<file path="src/rtl/pair_sched_if.sv">
// Control and pair/tag bus between the run controller, the body RAMs and the accel pipeline.
// The master drives start/abort/configuration; the slave is the pair scheduler.
interface pair_sched_if #(
    parameter int BODY_ADDR_WIDTH = 9
);
    logic                       start;
    logic                       abort;
    logic [BODY_ADDR_WIDTH:0]   num_bodies;
    logic                       skip_self;
    logic                       busy;
    logic                       done;
    logic                       rd_valid;
    logic [BODY_ADDR_WIDTH-1:0] rd_i;
    logic [BODY_ADDR_WIDTH-1:0] rd_j;
    logic                       wb_valid;
    logic [BODY_ADDR_WIDTH-1:0] wb_i;
    logic [BODY_ADDR_WIDTH-1:0] wb_j;
    logic                       wb_first;
    logic                       wb_last;

    modport master (
        output start, abort, num_bodies, skip_self,
        input  busy, done, rd_valid, rd_i, rd_j, wb_valid, wb_i, wb_j, wb_first, wb_last
    );

    modport slave (
        input  start, abort, num_bodies, skip_self,
        output busy, done, rd_valid, rd_i, rd_j, wb_valid, wb_i, wb_j, wb_first, wb_last
    );
endinterface

</file>
<file path="src/rtl/pair_sched.sv">
// All-pairs (i,j) sweep scheduler with a fixed-latency tag delay line for writeback strobes.
// state | meaning:  IDLE | waiting for start,  ISSUE | one pair per cycle,  DRAIN | waiting for last tag to emerge
module pair_sched #(
    parameter int BODIES          = 512,
    parameter int BODY_ADDR_WIDTH = $clog2(BODIES),
    parameter int PIPE_LATENCY    = 123
) (
    input logic         clk_i,
    input logic         rst_i,
    pair_sched_if.slave bus
);
    localparam int AW   = BODY_ADDR_WIDTH;
    localparam int NW   = AW + 1;
    localparam int TW   = (PIPE_LATENCY > 1) ? $clog2(PIPE_LATENCY) : 1;
    localparam int TAGW = 2 * AW + 3;
    localparam logic [NW-1:0] N_MAX    = NW'(BODIES);
    localparam logic [TW-1:0] TMR_LOAD = TW'(PIPE_LATENCY - 1);

    typedef enum logic [1:0] {IDLE, ISSUE, DRAIN} state_t;

    state_t          state_q, state_d;
    logic [NW-1:0]   n_q, n_d;
    logic            skip_q, skip_d;
    logic            busy_q, busy_d;
    logic            done_q, done_d;
    logic            rd_valid_q, valid_d;
    logic [AW-1:0]   rd_i_q, i_d;
    logic [AW-1:0]   rd_j_q, j_d;
    logic            first_q, first_d;
    logic            last_q, last_d;
    logic [TW-1:0]   tmr_q, tmr_d;
    logic [TAGW-1:0] line_q [PIPE_LATENCY];

    logic [NW-1:0] n_sat;
    logic [NW-1:0] nm1, nm2;
    logic          accept, i_end, j_end, sweep_end;

    assign n_sat     = (bus.num_bodies > N_MAX) ? N_MAX : bus.num_bodies;
    assign accept    = (state_q == IDLE) && bus.start && !bus.abort;
    assign i_end     = ({1'b0, rd_i_q} == n_q - NW'(1));
    assign j_end     = ({1'b0, rd_j_q} == n_q - NW'(1));
    assign sweep_end = i_end && j_end;

    always_ff @(posedge clk_i) begin
        if (rst_i) state_q <= IDLE;
        else       state_q <= state_d;
    end

    always_comb begin
        state_d = state_q;
        unique case (state_q)
            IDLE:    if (accept) state_d = (n_sat == '0) ? DRAIN : ISSUE;
            ISSUE:   if (sweep_end) state_d = DRAIN;
            DRAIN:   if (tmr_q == '0) state_d = IDLE;
            default: state_d = IDLE;
        endcase
        if (bus.abort) state_d = IDLE;
    end

    always_comb begin
        n_d     = n_q;
        skip_d  = skip_q;
        i_d     = rd_i_q;
        j_d     = rd_j_q;
        tmr_d   = tmr_q;
        busy_d  = busy_q;
        done_d  = 1'b0;
        valid_d = 1'b0;
        unique case (state_q)
            IDLE: if (accept) begin
                n_d     = n_sat;
                skip_d  = bus.skip_self;
                i_d     = '0;
                j_d     = '0;
                busy_d  = 1'b1;
                tmr_d   = TMR_LOAD;
                valid_d = (n_sat != '0) && !bus.skip_self;
            end
            ISSUE: if (sweep_end) begin
                tmr_d = TMR_LOAD;
            end else begin
                if (j_end) begin
                    j_d = '0;
                    i_d = rd_i_q + AW'(1);
                end else begin
                    j_d = rd_j_q + AW'(1);
                end
                valid_d = !(skip_q && (i_d == j_d));
            end
            DRAIN: if (tmr_q == '0) begin
                busy_d = 1'b0;
                done_d = 1'b1;
            end else begin
                tmr_d = tmr_q - TW'(1);
            end
            default: ;
        endcase
        if (bus.abort) begin
            busy_d  = 1'b0;
            done_d  = 1'b0;
            valid_d = 1'b0;
        end
        // With skip_self the row boundaries move inward at the diagonal corners.
        nm1     = n_d - NW'(1);
        nm2     = n_d - NW'(2);
        first_d = (j_d == '0) || ((j_d == AW'(1)) && (i_d == '0) && skip_d);
        last_d  = ({1'b0, j_d} == nm1) ||
                  (({1'b0, j_d} == nm2) && ({1'b0, i_d} == nm1) && skip_d);
    end

    always_ff @(posedge clk_i) begin
        if (rst_i) begin
            n_q        <= '0;
            skip_q     <= 1'b0;
            busy_q     <= 1'b0;
            done_q     <= 1'b0;
            rd_valid_q <= 1'b0;
            rd_i_q     <= '0;
            rd_j_q     <= '0;
            first_q    <= 1'b0;
            last_q     <= 1'b0;
            tmr_q      <= '0;
            for (int k = 0; k < PIPE_LATENCY; k++) line_q[k] <= '0;
        end else begin
            n_q        <= n_d;
            skip_q     <= skip_d;
            busy_q     <= busy_d;
            done_q     <= done_d;
            rd_valid_q <= valid_d;
            rd_i_q     <= i_d;
            rd_j_q     <= j_d;
            first_q    <= first_d;
            last_q     <= last_d;
            tmr_q      <= tmr_d;
            line_q[0]  <= {rd_valid_q & ~bus.abort, rd_i_q, rd_j_q, first_q, last_q};
            for (int k = 1; k < PIPE_LATENCY; k++)
                line_q[k] <= {line_q[k-1][TAGW-1] & ~bus.abort, line_q[k-1][TAGW-2:0]};
        end
    end

    assign bus.busy     = busy_q;
    assign bus.done     = done_q;
    assign bus.rd_valid = rd_valid_q;
    assign bus.rd_i     = rd_i_q;
    assign bus.rd_j     = rd_j_q;
    assign bus.wb_valid = line_q[PIPE_LATENCY-1][TAGW-1];
    assign bus.wb_i     = line_q[PIPE_LATENCY-1][TAGW-2 -: AW];
    assign bus.wb_j     = line_q[PIPE_LATENCY-1][TAGW-2-AW -: AW];
    assign bus.wb_first = line_q[PIPE_LATENCY-1][1];
    assign bus.wb_last  = line_q[PIPE_LATENCY-1][0];
endmodule

</file>
<file path="src/flat_wrapper.sv">
// flat-port wrapper written by rule: the top's interface ports become plain ports
module pair_sched_flat 
#(
    parameter int BODIES          = 512,
    parameter int BODY_ADDR_WIDTH = $clog2(BODIES),
    parameter int PIPE_LATENCY    = 123
)
  (clk_i, rst_i, bus_start, bus_abort, bus_num_bodies, bus_skip_self, bus_busy, bus_done, bus_rd_valid, bus_rd_i, bus_rd_j, bus_wb_valid, bus_wb_i, bus_wb_j, bus_wb_first, bus_wb_last);
  pair_sched_if #(.BODY_ADDR_WIDTH(BODY_ADDR_WIDTH)) bus_i ();
  input logic clk_i;
  input logic rst_i;
  input wire logic [$bits(bus_i.start)-1:0] bus_start;
  input wire logic [$bits(bus_i.abort)-1:0] bus_abort;
  input wire logic [$bits(bus_i.num_bodies)-1:0] bus_num_bodies;
  input wire logic [$bits(bus_i.skip_self)-1:0] bus_skip_self;
  output wire logic [$bits(bus_i.busy)-1:0] bus_busy;
  output wire logic [$bits(bus_i.done)-1:0] bus_done;
  output wire logic [$bits(bus_i.rd_valid)-1:0] bus_rd_valid;
  output wire logic [$bits(bus_i.rd_i)-1:0] bus_rd_i;
  output wire logic [$bits(bus_i.rd_j)-1:0] bus_rd_j;
  output wire logic [$bits(bus_i.wb_valid)-1:0] bus_wb_valid;
  output wire logic [$bits(bus_i.wb_i)-1:0] bus_wb_i;
  output wire logic [$bits(bus_i.wb_j)-1:0] bus_wb_j;
  output wire logic [$bits(bus_i.wb_first)-1:0] bus_wb_first;
  output wire logic [$bits(bus_i.wb_last)-1:0] bus_wb_last;
  assign bus_i.start = bus_start;
  assign bus_i.abort = bus_abort;
  assign bus_i.num_bodies = bus_num_bodies;
  assign bus_i.skip_self = bus_skip_self;
  assign bus_busy = bus_i.busy;
  assign bus_done = bus_i.done;
  assign bus_rd_valid = bus_i.rd_valid;
  assign bus_rd_i = bus_i.rd_i;
  assign bus_rd_j = bus_i.rd_j;
  assign bus_wb_valid = bus_i.wb_valid;
  assign bus_wb_i = bus_i.wb_i;
  assign bus_wb_j = bus_i.wb_j;
  assign bus_wb_first = bus_i.wb_first;
  assign bus_wb_last = bus_i.wb_last;
  pair_sched #(.BODIES(BODIES), .BODY_ADDR_WIDTH(BODY_ADDR_WIDTH), .PIPE_LATENCY(PIPE_LATENCY)) u_core (.clk_i(clk_i), .rst_i(rst_i), .bus(bus_i));
endmodule
</file>
<file path="config.mk">
export PLATFORM = sky130hd
export DESIGN_NAME = pair_sched_flat
export DESIGN_NICKNAME = d
export VERILOG_FILES = /design/src/rtl/pair_sched_if.sv /design/src/rtl/pair_sched.sv /design/src/flat_wrapper.sv
export SDC_FILE = /design/constraint.sdc
export NUM_CORES = 2
export LEC_CHECK = 0
export ABC_AREA = 1
export BUFFER_PORTS_ARGS = -buffer_cell sky130_fd_sc_hd__buf_4
export CAP_MARGIN = 10
export CORE_UTILIZATION = 35
export CTS_BUF_LIST = sky130_fd_sc_hd__clkbuf_4
export CTS_CLUSTER_DIAMETER = 60
export DETAILED_ROUTE_END_ITERATION = 8
export GPL_ROUTABILITY_DRIVEN = 0
export GPL_TIMING_DRIVEN = 0
export MAX_ROUTING_LAYER = met4
export PLACE_DENSITY_LB_ADDON = 0.12
export SETUP_SLACK_MARGIN = 0.3
export SLEW_MARGIN = 15
export SYNTH_ARGS = -nofsm -noshare
export SYNTH_HDL_FRONTEND = slang
export SYNTH_SLANG_ARGS = --single-unit
</file>
<file path="constraint.sdc">
create_clock -name clk_i -period 6.83 [get_ports clk_i]
set_clock_uncertainty 0.2 [all_clocks]
set_input_delay 0.683 -clock clk_i [delete_from_list [all_inputs] [get_ports clk_i]]
set_output_delay 0.683 -clock clk_i [all_outputs]
set_load 0.03 [all_outputs]
</file>
Yosys cells after proc, flatten, opt, wreduce, memory -nomap -nowiden

Memory sizes are Yosys's and may differ from the RTL's.
Index checks and enable logic that the tools add are counted.

Register bits after elaboration: 43
Bits in writable memories: 2583
Logic and storage cells: 466
Memories kept: 1

Memory list:

| memory        | words | bits a word | read ports | clocked after Yosys merged registers in | wr ports | line             | RTL |
|---|---|---|---|---|---|---|---|
| u_core.line_q | 123   | 21          | 123        | 0                                       | 123      | pair_sched.sv:32 | `logic [TAGW-1:0] line_q [PIPE_LATENCY];` |

$add $sub $neg: 6
$lt $le $gt $ge: 1
Equality and inequality tests: 13
Multiplexer cells: 159
Bitwise logic cells: 248
Reduce and logical (&&, ||, !) cells: 27

Operators with widths:

| operator                                             | count |
|---|---|
| two-way mux 21 bit                                   | 123 |
| bitwise AND 1 bit                                    | 123 |
| OR 1 bit                                             | 123 |
| two-way mux 9 bit                                    | 10 |
| equality test 9 x 10 -> 1 bit                        | 5 |
| one-hot mux 9 bit (2 select lines)                   | 2 |
| two-way mux 10 bit                                   | 3 |
| two-way mux 7 bit                                    | 3 |
| one-hot mux 7 bit (3 select lines)                   | 1 |
| subtractor 10 x 1 -> 10 bit (second input constant)  | 2 |
| adder 9 x 1 -> 9 bit (second input constant)         | 2 |
| zero test 9 bit                                      | 2 |
| > comparator 10 bit (second input constant)          | 1 |
| zero test 10 bit                                     | 1 |
| two-way mux 1 bit                                    | 10 |
| nonzero test 10 bit                                  | 1 |
| subtractor 10 x 2 -> 10 bit (second input constant)  | 1 |
| equality test 9 x 1 -> 1 bit (second input constant) | 1 |
| equality test 9 bit                                  | 1 |
| logical AND 1 bit                                    | 9 |
| two-way mux 2 bit                                    | 4 |
| zero test 7 bit                                      | 1 |
| subtractor 7 x 1 -> 7 bit (second input constant)    | 1 |
| != test 2 x 1 -> 1 bit (second input constant)       | 3 |
| other kinds (15)                                     | 21 |

Depth between registers and ports, before layout

Word-level depth: 11
Depth in mapped cells: 24
Depth with buffers taken out: 24

Worst setup path after synthesis

No wires, ideal clock.

Path kind: input to register
Start: input port bus_start
End: register u_core.last_q
Library setup time: 0.116 ns
Arrival: 2.496 ns
Data required time: 6.514 ns
Path slack: 4.017 ns
Stages on the path: 17
Path buffers: 1
Cells stage by stage: nand2_2 -> nor2_4 -> inv_1 -> clkbuf_8 -> nand2_1 -> nand2_1 -> inv_1 -> ha_1 -> nand2_1 -> nor2_1 -> nand2_1 -> nor2_1 -> xor2_1 -> xor2_1 -> nor2_1 -> nand3_1 -> a21oi_1

Longest elaborated chain between the ends: 9
Elaborated cells between the ends (all ways): 18

Ends and longest elaborated chain:

| item                                                                       | line                                 | RTL |
|---|---|---|
| from (decl)                                                                | flat_wrapper.sv:12                   | `input wire logic [$bits(bus_i.start)-1:0] bus_start;` |
| logical AND 1 bit (*) (2 in series)                                        | pair_sched.sv:39                     | `assign accept = (state_q == IDLE) && bus.start && !bus.abort;` |
| two-way mux 10 bit                                                         | pair_sched.sv:70                     | `IDLE: if (accept) begin` |
| two-way mux 10 bit                                                         | pair_sched.sv:69                     | `unique case (state_q)` |
| subtractor 10 x 2 -> 10 bit or subtractor 10 x 1 -> 10 bit (tied branches) | pair_sched.sv:105, pair_sched.sv:104 |  |
| equality test 9 x 10 -> 1 bit                                              | pair_sched.sv:108                    | `(({1'b0, j_d} == nm2) && ({1'b0, i_d} == nm1) && skip_d);` |
| logical AND 1 bit (2 in series)                                            | pair_sched.sv:108                    |  |
| logical OR 1 bit (*)                                                       | pair_sched.sv:107                    | `last_d = ({1'b0, j_d} == nm1) \|\|` |
| to (signal assigned)                                                       | pair_sched.sv:133                    | `last_q <= last_d;` |
| to (decl)                                                                  | pair_sched.sv:30                     | `logic last_q, last_d;` |

Every way passes the cells marked *; elsewhere a longest branch is shown, timed or not.
A chain may end at the register's enable or synchronous reset.

Final worst setup path

Start: register u_core.n_q[0]
End: register u_core.rd_valid_q, in the netlist u_core.bus.rd_valid

Longest elaborated chain between the ends: 10
Elaborated cells between the ends (all ways): 15

Ends and longest elaborated chain:

| item                                   | line                               | RTL |
|---|---|---|
| from (decl)                            | pair_sched.sv:22                   | `logic [NW-1:0] n_q, n_d;` |
| from (signal assigned)                 | pair_sched.sv:125                  | `n_q <= n_d;` |
| subtractor 10 x 1 -> 10 bit (*)        | pair_sched.sv:40, pair_sched.sv:41 |  |
| equality test 9 x 10 -> 1 bit          | pair_sched.sv:41                   | `assign j_end = ({1'b0, rd_j_q} == n_q - NW'(1));` |
| two-way mux 9 bit                      | pair_sched.sv:82                   | `if (j_end) begin` |
| two-way mux 9 bit                      | pair_sched.sv:79                   | `ISSUE: if (sweep_end) begin` |
| two-way mux 9 bit                      | pair_sched.sv:69                   |  |
| equality test 9 bit                    | pair_sched.sv:88                   | `valid_d = !(skip_q && (i_d == j_d));` |
| logical AND 1 bit                      | pair_sched.sv:88                   |  |
| zero test 1 bit                        | pair_sched.sv:88                   |  |
| two-way mux 1 bit (*)                  | pair_sched.sv:79                   |  |
| one-hot mux 1 bit (2 select lines) (*) | pair_sched.sv:69                   |  |
| to (signal assigned)                   | pair_sched.sv:129                  | `rd_valid_q <= valid_d;` |
| to (decl)                              | pair_sched.sv:26                   | `logic rd_valid_q, valid_d;` |

Every way passes the cells marked *; elsewhere a longest branch is shown, timed or not. The select of a mux whose other input is x is not followed.

==> impl_metrics.tcl <==
set metrics [dict create \
    peakVddDrop_v 0.000195 \
    die_x_um 469 \
    synth_flop_cell "dfxtp_1" \
    maxSlewViolCount 0 \
    holdPathStages 2 \
    cts_tree "yes" \
    netlist_top_cells_area "dfxtp_1 (69%), nor2_1 (13%), inv_1 (12%), nand2_1 (1.7%), clkbuf_1 (1.5%)" \
    clockBufferDepth 4 \
    setup-tns-final_ns 0 \
    drt_iter0_drc 1485 \
    grt_pass1_wl_um 225000 \
    cap_violations 0 \
    yosys-top-cells-count "nor2_1 (2673), dfxtp_1 (2626), inv_1 (2534), nand2_1 (352), clkbuf_1 (301)" \
    setup_viol 0 \
    critical_path_class "register to register" \
    cts-root-buf "clkbuf_4" \
    yosysMostFrequentCell "nor2_1" \
    start_util 0.352 \
    numCtsBuffers 676 \
    hold_viol_final 0 \
    layout-drive-gt1-share 0.116 \
    nets 9568 \
    synth.avg_cell_area_um2 8.71 \
    io_pins 57 \
    path_max_fanout 10 \
    insertion_delay_ns 1.33 \
    final_cells 12800 \
    dp_cells 11700 \
    p_per_area_nw_per_um2 322 \
    drc 0 \
    outcome "completed" \
    reg2reg_depth 21 \
    htreeDepth 6 \
    dpl.hpwl_um 88900 \
    critPathArrivalTime_ns 5.17 \
    grt-ovfl-total 0 \
    synthesis.nets 8803 \
    dieArea_um2 220000 \
    syn_inst 8781 \
    fin_crit_ns 4.19 \
    viasPerCell 3.81 \
    netlist.area_leader.share 0.687 \
    yosysWarningCount 0 \
    yosys_register_bits 2626 \
    antenna_found_initial 7 \
    synth_edf_count 0 \
    syn_to_final_growth_pct 16.3 \
    wire_per_inst_um 10.3 \
    vias 48900 \
    clk_pin_slew_worst_paths_ns 0.06 \
    synth_area_um2 76500 \
    synth_top_area_cell "dfxtp_1" \
    grt_use_total 0.127 \
    tightest_slew_ns 1.12 \
    wirelength_um 133000 \
    grt_util_met2 0.192 \
    critical_path_required_ns 7.81 \
    end_kind "register" \
    worstSetupStartpointType "register" \
    synth-seq-area-share 0.687 \
    io_buffers 55 \
    core-area_um2 217000 \
    synth.distinct_cells 40 \
    grt_pass1_vias 49000 \
    grt_busiest_layer "met2" \
    firstDrtPassIters 5 \
    leakagePower_uw 0.0352 \
    finalCritPeriodShare 0.614 \
    ctsResizeCount 0 \
    gr-usage-met1 0.154 \
    grt_max_degree 17 \
    ant_nets 0 \
    slew_headroom 0.247 \
    cts_sinks 2626 \
    synthArstFlopShare 0 \
    die_h_um 469 \
    max_freq_mhz 239 \
    grt_util_met3 0.0387 \
    regToRegSetupSlack_ns 2.64 \
    row_count 171 \
    hp-class "register to register" \
    grt_setup_unrepaired "no" \
    postLayoutCoreUtil 0.409 \
]
area by class of cell:
class,instances,area [um^2]
antenna,12,30.0
buffer,329,1360
clock buffer,988,7420
clock inverter,116,679
fill,22600,128000
inverter,2544,9550
multi-input combinational,3282,13000
sequential,2626,52600
tap,2854,3570
timing repair buffer,87,733
final timing paths:
kind                                              end             startpoint
worst max-delay path              u_core.bus.rd_valid          u_core.n_q[0]
worst max register to register    u_core.bus.rd_valid          u_core.n_q[0]
worst min register to register  u_core.line_q[28][34]  u_core.line_q[28][13]
worst min-delay path            u_core.line_q[28][34]  u_core.line_q[28][13]
layer usage:
| metal | vias up | part of all wire |
|---|---|---|
| li1 | 26000 | - |
| met1 | 21800 | 0.48 |
| met2 | 834 | 0.44 |
| met3 | 314 | 0.055 |
| met4 | 0 | 0.029 |
| met5 | - | 0 |
repair_timing:
action | CTS | global route
endpoints found under the hold margin | 30 | 0
hold buffers | 32 | 0
buffers inserted | 0 | 0
kinds of logic (layout without fill, tap and decap cells):
kind of cell / count (synthesis) / count (layout) / synth area share
adder cells (fa/ha/maj): 7 / 7 / 0.00115
flip-flops: 2626 / 2626 / 0.687
AND/OR/NAND/NOR: 3178 / 3178 / 0.161
AO/OA/AOI/OAI: 70 / 70 / 0.00525
XOR/XNOR: 27 / 27 / 0.00309
other: 0 / 12 / 0
buffers and inverters: 2873 / 4064 / 0.142
flip-flops by register name, summed over array words and instances (netlist names), 2 cells and up:
name             cells
u_core.line_q     2583
u_core.n_q          10
u_core.bus.rd_i      9
u_core.bus.rd_j      9
u_core.tmr_q         7
u_core.state_q       2
cells in the final DEF (no fill, tap or decap), types with 16 or more instances in the layout:
cell type      Yosys  layout
a21oi_1           33      33
buf_4             19      74
clkbuf_1         301     294
clkbuf_4           0     988
clkinv_1           2      88
dfxtp_1         2626    2626
dlygate4sd3_1      0      32
inv_1           2534    2534
inv_2              8      18
nand2_1          352     352
nand2_2           16      16
nand3_1           79      79
nor2_1          2673    2673
o21ai_0           17      17
xor2_1            24      24
power breakdown:
group          switching [uW]  internal, uW  leakage, uW
sequential               10.0         15300       0.0211
clock                    5800          6850      0.00487
combinational             481           139      0.00914
metrics by stage:
stage	instance area, um^2	power, uW	worst slack, ns	hold slack (ns)
detailed placement	80500	16300	2.66	0.192
CTS	88900	29300	2.75	0.102
global route	88900	30200	2.41	0.133
floorplan	76500	16100	4.02	0.188
finish	88900	28600	2.64	0.139
global placement	80500	16300	2.51	0.192
critical path: stages, from the launching register on:
cell,delay (ns)
dfxtp_1,0.39
inv_2,0.12
ha_1,0.35
inv_1,0.07
nand2_1,0.06
nand2_1,0.04
nor2_1,0.18
nand3_1,0.12
nor2_1,0.17
nand2_2,0.09
nor2_4,0.10
nand3_4,0.16
buf_6,0.20
o21ai_2,0.12
nand2_1,0.06
nand2_1,0.05
o21ai_0,0.08
nor3b_1,0.18
o21ai_0,0.13
o21ai_0,0.51
a21oi_1,0.11
dlygate4sd3_1,0.58
Power figures use the tool's default switching activity.
